--- config.mk ---
export PLATFORM = sky130hd
export DESIGN_NAME = button_conditioner_flat
export DESIGN_NICKNAME = d
export VERILOG_FILES = /design/src/rtl/button_conditioner_if.sv /design/src/rtl/button_conditioner.sv /design/src/flat_wrapper.sv
export SDC_FILE = /design/constraint.sdc
export NUM_CORES = 1
export LEC_CHECK = 0
export BUFFER_PORTS_ARGS = -buffer_cell sky130_fd_sc_hd__buf_2
export CAP_MARGIN = 20
export CORE_MARGIN = 3
export CORE_UTILIZATION = 57
export CTS_CLUSTER_DIAMETER = 30
export CTS_CLUSTER_SIZE = 8
export DETAILED_ROUTE_END_ITERATION = 8
export GPL_ROUTABILITY_DRIVEN = 0
export GPL_TIMING_DRIVEN = 0
export PLACE_DENSITY_LB_ADDON = 0.1
export SETUP_SLACK_MARGIN = 0.3
export SYNTH_ARGS = -nofsm -noshare
export SYNTH_HDL_FRONTEND = slang
export SYNTH_SLANG_ARGS = --single-unit
--- constraint.sdc ---
create_clock -name clk_25MHz -period 3.1 [get_ports clk_25MHz]
set_input_delay 0.155 -clock clk_25MHz [delete_from_list [all_inputs] [get_ports clk_25MHz]]
set_output_delay 0.155 -clock clk_25MHz [all_outputs]
set_load 0.1 [all_outputs]
--- src/rtl/button_conditioner_if.sv ---
`default_nettype none
// ============================================================================
// Module      : button_conditioner_if
// Description : Signal bundle between the raw push-buttons and the game core.
//               master : drives the raw buttons, observes the conditioned
//                        pulses and debounced levels.
//               slave  : the button_conditioner itself.
//               Signals:
//                 btn_right_raw / btn_left_raw / btn_drop_raw
//                              - asynchronous, bouncy, active-high buttons
//                 move_right / move_left / drop_piece
//                              - one-cycle registered command pulses
//                 btn_level[2:0]
//                              - debounced levels {drop, left, right}
// Revision    : 1.0 - initial release
// ============================================================================
interface button_conditioner_if;
    logic       btn_right_raw;
    logic       btn_left_raw;
    logic       btn_drop_raw;
    logic       move_right;
    logic       move_left;
    logic       drop_piece;
    logic [2:0] btn_level;

    modport master (
        output btn_right_raw,
        output btn_left_raw,
        output btn_drop_raw,
        input  move_right,
        input  move_left,
        input  drop_piece,
        input  btn_level
    );

    modport slave (
        input  btn_right_raw,
        input  btn_left_raw,
        input  btn_drop_raw,
        output move_right,
        output move_left,
        output drop_piece,
        output btn_level
    );
endinterface
`default_nettype wire

--- src/rtl/button_conditioner.sv ---
`default_nettype none
// ============================================================================
// Module      : button_conditioner
// Description : Synchronises and debounces three push-buttons and turns them
//               into single-cycle game commands. Left/right share one
//               auto-repeat state machine (first pulse on press, a second
//               after REPEAT_DELAY, then one every REPEAT_PERIOD); drop
//               pulses once per press.
//               Ports:
//                 clk_25MHz - sole clock, rising edge
//                 rst       - synchronous active-high reset
//                 bus       - button_conditioner_if.slave (raw buttons in,
//                             pulses and debounced levels out)
//               Supported parameters: DEBOUNCE_CYCLES >= 1,
//               REPEAT_PERIOD >= 2, REPEAT_DELAY >= REPEAT_PERIOD.
// Revision    : 1.0 - initial release
// ============================================================================
module button_conditioner #(
    parameter int DEBOUNCE_CYCLES = 250000,
    parameter int REPEAT_DELAY    = 12500000,
    parameter int REPEAT_PERIOD   = 5000000
) (
    input  wire logic           clk_25MHz,
    input  wire logic           rst,
    button_conditioner_if.slave bus
);

    localparam int c_CNT_W = $clog2(DEBOUNCE_CYCLES + 1);
    localparam int c_TMR_W = $clog2(REPEAT_DELAY + 1);

    localparam logic [c_CNT_W-1:0] c_CNT_MAX   = c_CNT_W'(DEBOUNCE_CYCLES);
    localparam logic [c_TMR_W-1:0] c_DELAY_M1  = c_TMR_W'(REPEAT_DELAY - 1);
    localparam logic [c_TMR_W-1:0] c_PERIOD_M1 = c_TMR_W'(REPEAT_PERIOD - 1);

    localparam logic [1:0] c_IDLE   = 2'd0;
    localparam logic [1:0] c_WAIT   = 2'd1;
    localparam logic [1:0] c_REPEAT = 2'd2;

    // Channel order everywhere: bit 0 = right, bit 1 = left, bit 2 = drop.
    logic [2:0] w_raw;
    logic [2:0] r_sync1;
    logic [2:0] r_sync2;
    logic [2:0] r_btn_level;
    logic [2:0] w_lvl_nxt;
    logic [2:0] w_rise;

    assign w_raw = {bus.btn_drop_raw, bus.btn_left_raw, bus.btn_right_raw};

    // ------------------------------------------------------------------------
    // Two-flop synchronisers
    // ------------------------------------------------------------------------
    always_ff @(posedge clk_25MHz) begin
        if (rst) begin
            r_sync1 <= '0;
            r_sync2 <= '0;
        end else begin
            r_sync1 <= w_raw;
            r_sync2 <= r_sync1;
        end
    end

    // ------------------------------------------------------------------------
    // Debounce counters. The counter holds the number of consecutive
    // mismatches already seen; once it holds DEBOUNCE_CYCLES and the input
    // still disagrees, the level is flipped on that edge. This gives a
    // press-to-pulse latency of DEBOUNCE_CYCLES+2 edges from the first
    // synchroniser sample.
    // ------------------------------------------------------------------------
    generate
        for (genvar g = 0; g < 3; g++) begin : g_chan
            logic [c_CNT_W-1:0] r_cnt;
            logic               w_mismatch;
            logic               w_accept;

            assign w_mismatch = r_sync2[g] ^ r_btn_level[g];
            assign w_accept   = w_mismatch && (r_cnt == c_CNT_MAX);

            always_ff @(posedge clk_25MHz) begin
                if (rst) begin
                    r_cnt <= '0;
                end else if (!w_mismatch || w_accept) begin
                    r_cnt <= '0;
                end else begin
                    r_cnt <= r_cnt + 1'b1;
                end
            end

            assign w_lvl_nxt[g] = r_btn_level[g] ^ w_accept;
            assign w_rise[g]    = w_accept & ~r_btn_level[g];
        end
    endgenerate

    // ------------------------------------------------------------------------
    // Shared left/right repeat FSM. It works on the levels being loaded this
    // edge so that a release or an opposing press cancels any pulse that
    // would otherwise fire on the same edge.
    // ------------------------------------------------------------------------
    logic [1:0]         r_state;
    logic [1:0]         w_state_nxt;
    logic               r_dir;          // 1 = left, 0 = right
    logic               w_dir_nxt;
    logic [c_TMR_W-1:0] r_timer;
    logic [c_TMR_W-1:0] w_timer_nxt;
    logic               w_fire;
    logic               w_held;
    logic               w_other;

    always_comb begin
        w_state_nxt = r_state;
        w_dir_nxt   = r_dir;
        w_timer_nxt = r_timer;
        w_fire      = 1'b0;
        w_held      = r_dir ? w_lvl_nxt[1] : w_lvl_nxt[0];
        w_other     = r_dir ? w_lvl_nxt[0] : w_lvl_nxt[1];

        case (r_state)
            c_IDLE: begin
                // A fresh edge is required; a held button or a press while
                // the opposite direction is high (incl. simultaneous) is ignored.
                if (w_rise[0] && !w_lvl_nxt[1]) begin
                    w_fire      = 1'b1;
                    w_dir_nxt   = 1'b0;
                    w_timer_nxt = '0;
                    w_state_nxt = c_WAIT;
                end else if (w_rise[1] && !w_lvl_nxt[0]) begin
                    w_fire      = 1'b1;
                    w_dir_nxt   = 1'b1;
                    w_timer_nxt = '0;
                    w_state_nxt = c_WAIT;
                end
            end
            c_WAIT, c_REPEAT: begin
                if (!w_held || w_other) begin
                    w_timer_nxt = '0;
                    w_state_nxt = c_IDLE;
                end else if (r_timer == ((r_state == c_WAIT) ? c_DELAY_M1 : c_PERIOD_M1)) begin
                    w_fire      = 1'b1;
                    w_timer_nxt = '0;
                    w_state_nxt = c_REPEAT;
                end else begin
                    w_timer_nxt = r_timer + 1'b1;
                end
            end
            default: begin
                w_timer_nxt = '0;
                w_state_nxt = c_IDLE;
            end
        endcase
    end

    always_ff @(posedge clk_25MHz) begin
        if (rst) begin
            r_state <= c_IDLE;
            r_dir   <= 1'b0;
            r_timer <= '0;
        end else begin
            r_state <= w_state_nxt;
            r_dir   <= w_dir_nxt;
            r_timer <= w_timer_nxt;
        end
    end

    // ------------------------------------------------------------------------
    // Registered outputs. A single fire strobe steered by direction keeps
    // move_left and move_right mutually exclusive by construction.
    // ------------------------------------------------------------------------
    logic r_move_right;
    logic r_move_left;
    logic r_drop_piece;

    always_ff @(posedge clk_25MHz) begin
        if (rst) begin
            r_btn_level  <= '0;
            r_move_right <= 1'b0;
            r_move_left  <= 1'b0;
            r_drop_piece <= 1'b0;
        end else begin
            r_btn_level  <= w_lvl_nxt;
            r_move_right <= w_fire & ~w_dir_nxt;
            r_move_left  <= w_fire & w_dir_nxt;
            r_drop_piece <= w_rise[2];
        end
    end

    assign bus.btn_level  = r_btn_level;
    assign bus.move_right = r_move_right;
    assign bus.move_left  = r_move_left;
    assign bus.drop_piece = r_drop_piece;

endmodule
`default_nettype wire

--- src/flat_wrapper.sv ---
// flat-port wrapper written by rule: the top's interface ports become plain ports
module button_conditioner_flat 
#(
    parameter int DEBOUNCE_CYCLES = 250000,
    parameter int REPEAT_DELAY    = 12500000,
    parameter int REPEAT_PERIOD   = 5000000
)
  (clk_25MHz, rst, bus_btn_right_raw, bus_btn_left_raw, bus_btn_drop_raw, bus_move_right, bus_move_left, bus_drop_piece, bus_btn_level);
  button_conditioner_if bus_i ();
  input  wire logic clk_25MHz;
  input  wire logic rst;
  input wire logic [$bits(bus_i.btn_right_raw)-1:0] bus_btn_right_raw;
  input wire logic [$bits(bus_i.btn_left_raw)-1:0] bus_btn_left_raw;
  input wire logic [$bits(bus_i.btn_drop_raw)-1:0] bus_btn_drop_raw;
  output wire logic [$bits(bus_i.move_right)-1:0] bus_move_right;
  output wire logic [$bits(bus_i.move_left)-1:0] bus_move_left;
  output wire logic [$bits(bus_i.drop_piece)-1:0] bus_drop_piece;
  output wire logic [$bits(bus_i.btn_level)-1:0] bus_btn_level;
  assign bus_i.btn_right_raw = bus_btn_right_raw;
  assign bus_i.btn_left_raw = bus_btn_left_raw;
  assign bus_i.btn_drop_raw = bus_btn_drop_raw;
  assign bus_move_right = bus_i.move_right;
  assign bus_move_left = bus_i.move_left;
  assign bus_drop_piece = bus_i.drop_piece;
  assign bus_btn_level = bus_i.btn_level;
  button_conditioner #(.DEBOUNCE_CYCLES(DEBOUNCE_CYCLES), .REPEAT_DELAY(REPEAT_DELAY), .REPEAT_PERIOD(REPEAT_PERIOD)) u_core (.clk_25MHz(clk_25MHz), .rst(rst), .bus(bus_i));
endmodule
==> metrics.md <==
| Metric | Value |
|---|---|
| Die Ht | `around 95 um` |
| Post-synth cell types | `slightly above 50` |
| Biggest area consumer among synthesized cells | `dfxtp_1` |
| Slew headroom | `between 50% and 60%` |
| Max cap viols | `0` |
| Die Width | `94.6 um` |
| Hold WC Path Type | `in2reg` |
| Final hold violation count | `0` |
| Initial antenna violation count | `0` |
| Fin Setup TNS | `0 ns` |
| Vias in the first global route | `around 3,400` |
| Worst-path fanout max | `10` |
| CTS tree | `done` |
| DRT antenna net count | `0` |
| Power density over the cells | `439 nW/um^2` |
| Crit. End Element | `flop` |
| R2r worst-path depth | `12` |
| Flop2flop setup slack | `~0.47 ns` |
| Clock sink count | `just over 90` |
| Worst-Skew Late Latency | `roughly 0.36 ns` |
| Synth Cell Area | `4470 um^2` |
| Dpl ws | `0.428 ns` |
| Final Slew Violations | `0` |
| Core outline area | `around 7400 um^2` |
| DR iter-0 viols | `~200` |
| Setup violators final | `0` |
| Total congestion overflow | `0` |
| Final period utilization | `a little over four fifths` |
| Worst setup startpoint | `u_core.g_chan[0].r_cnt[0]` |
| CTS root buffer | `clkbuf_8` |
| Initial cell density of the core | `around three fifths` |
| Placed Area | `between 4000 and 5000 um^2` |
| GRT Resource Usage Total | `20.9%` |
| Clock Skews | `~0.013 ns` |
| Fmax | `roughly 0.38 GHz` |
| Syn nets | `approximately 520` |
| Sequential fraction of the synthesis area | `between 40% and 50%` |
| Fraction of registers with async set/reset | `0%` |
| Full die area | `slightly below 9000 um^2` |
| Final #Nets | `546` |
| Inserted Diodes | `0` |
| Pin count of the biggest net entering global routing | `17` |
| Vias per inst | `around 5.7` |
| CP Class | `reg2reg` |
| Hold endpoint | `u_core.r_sync1[1]` |
| Routed via count | `around 3,600` |
| Synth Warn # | `0` |
| R2r endpoint | `u_core.r_timer[19]` |
| Hold Path Stages | `2` |
| CP arrival | `approximately 2.9 ns` |
| Mean post-synth cell area | `between 8 and 9 um^2` |
| Final min period | `approximately 2.6 ns` |
| Drt pass-1 iters | `5` |
| Drt wl/cell | `13.7 um` |
| CTS buffer count | `9` |
| Layout Area Growth over Synthesis | `9.04%` |
| Outcome | `complete, no violations` |
| Design Area, Final | `roughly 4900 um^2` |
| Worst vdd ir | `between 0.3 and 0.4 mV` |
| Post-synth top cells | `dfxtp_1 (93), nor2_1 (69), nand3_1 (33), xor2_1 (32), nand2_1 (27)` |
| Flip-flop and latch count after synthesis | `93` |
| First-pass GRT wire length | `about 15,000 um` |
| Layout cells sized above 1 | `about a tenth` |
| Largest cells by area after synthesis | `dfxtp_1 (42%), xor2_1 (6.3%), nor2_1 (5.8%)` |
| Worst r2r src | `u_core.g_chan[0].r_cnt[0]` |
| Rows | `31` |
| Drt drc | `0` |
| Count leader, synth | `dfxtp_1` |
| Hpwl dp | `slightly above 6000 um` |
| Worst-path clk slew | `~0.090 ns` |
| Unrepaired setup endpoints after global routing | `yes` |
| Worst Max-Slew Pin Slew | `just under 0.7 ns` |
| Share of the synthesized area in the top cell type | `approximately two fifths` |
| Synth Flop Type | `dfxtp_1` |
| IO Count | `11` |
| Startpoint Class | `flop` |
| Crit path required time | `3.37 ns` |
| Routed WL | `~8700 um` |
| Clock Path Buffers | `2` |
| P_leak | `between 1.5 and 2 nW` |
| CTS H-tree lvls | `3` |
| Mapped Cells | `507` |
| Setup WS post-layout | `0.470 ns` |
| IO buf count | `10` |
| Worst Hold Launch | `bus_btn_left_raw` |
| EDFF count, synth | `0` |
## what timing repair did
action,4_1_cts,5_1_grt
setup buffers,0,0
gates resized for setup,0,6
setup endpoints to repair,0,20
hold buffers,2,0
hold endpoints to repair,2,0
## power breakdown
part           internal (mW)  total [mW]  switching [mW]
registers               1.20        1.21         0.00802
clock network          0.381       0.807           0.426
logic                 0.0428       0.120          0.0775
## layer usage
metal	vias up	global-route usage [%]	part of all wire, %
li1	1829	-	-
met1	1695	27.0	46
met2	87	34.0	48
met3	8	5.90	5.5
met4	0	6.01	0.98
met5	-	0	0
## placed cells by master (no fill, tap or decap), types with 6 or more instances in the layout
cell / n
a211oi_1: 10
a21oi_1: 6
and2_1: 6
and3_1: 20
buf_2: 11
clkbuf_1: 14
clkbuf_8: 9
dfxtp_1: 93
ha_1: 11
inv_1: 19
nand2_1: 27
nand3_1: 33
nand4_1: 17
nor2_1: 68
nor2b_1: 10
nor3_1: 13
o21ai_0: 16
or3_1: 16
xnor2_1: 24
xor2_1: 32
## how the worst max path moves through the flow
stage,end,slack (ns),cells past startpoint
final,u_core.r_timer[19],0.47,12
after global routing,u_core.r_timer[11],0.26,12
after CTS,u_core.r_timer[11],0.42,12
after detailed placement,u_core.r_timer[11],0.43,12
after global placement,u_core.r_timer[12],0.44,12
after floorplan,u_core.r_timer[5],0.71,6
## stage by stage
stage / instances / util (%) / hold WS [ns] / power, mW
CTS: 634 / 65.3 / 0.0246 / 2.16
floorplan: 507 / - / 0.283 / 1.32
finish: 634 / 65.5 / 0.0326 / 2.14
global placement: 616 / 62.4 / 0.362 / 1.35
global route: 634 / 65.5 / 0.00669 / 2.23
detailed placement: 616 / 62.4 / 0.378 / 1.35
## critical path, cell delays in order, from the launching register on
cell and delay [ns]:
dfxtp_1 0.35, inv_1 0.07, ha_1 0.14, and4b_1 0.18
nand4_1 0.19, or2_2 0.38, nand3_2 0.17, and3_1 0.20
buf_6 0.13, buf_6 0.14, buf_2 0.23, o21ai_0 0.13
a211oi_1 0.22
## layout make-up
| type | instances | area (um^2) |
|---|---|---|
| inverter | 19 | 71.3 |
| tap | 99 | 124 |
| clock inverter | 6 | 71.3 |
| multi-input combinational | 376 | 2450 |
| fill | 635 | 2570 |
| buffer | 19 | 103 |
| sequential | 93 | 1860 |
| timing repair buffer | 12 | 70.1 |
| clock buffer | 10 | 128 |
## cell families (layout without fill, tap and decap cells)
| logic type | Yosys count | after routing | synth area share, % |
|---|---|---|---|
| xor gates and xnor gates | 56 | 56 | 11.0 |
| buffers and inverters | 38 | 66 | 3.78 |
| muxes | 3 | 3 | 0.672 |
| adders and majority gates | 11 | 11 | 3.08 |
| and+or+nand+nor | 249 | 249 | 30.6 |
| DFF | 93 | 93 | 41.6 |
| AOI/OAI and AO/OA | 57 | 57 | 9.24 |
## flip-flops by register name, summed over array words and instances, names as in the netlist, named ones only
name and cells:
u_core.g_chan.r_cnt 54, u_core.bus.btn_level 2, u_core.r_state 2, u_core.bus.move_left 1, u_core.bus.drop_piece 1, u_core.bus.move_right 1
u_core.r_sync1 3, u_core.r_dir 1, u_core.r_sync2 3, u_core.r_timer 24
Note: power is estimated with default switching activity, not from simulation.
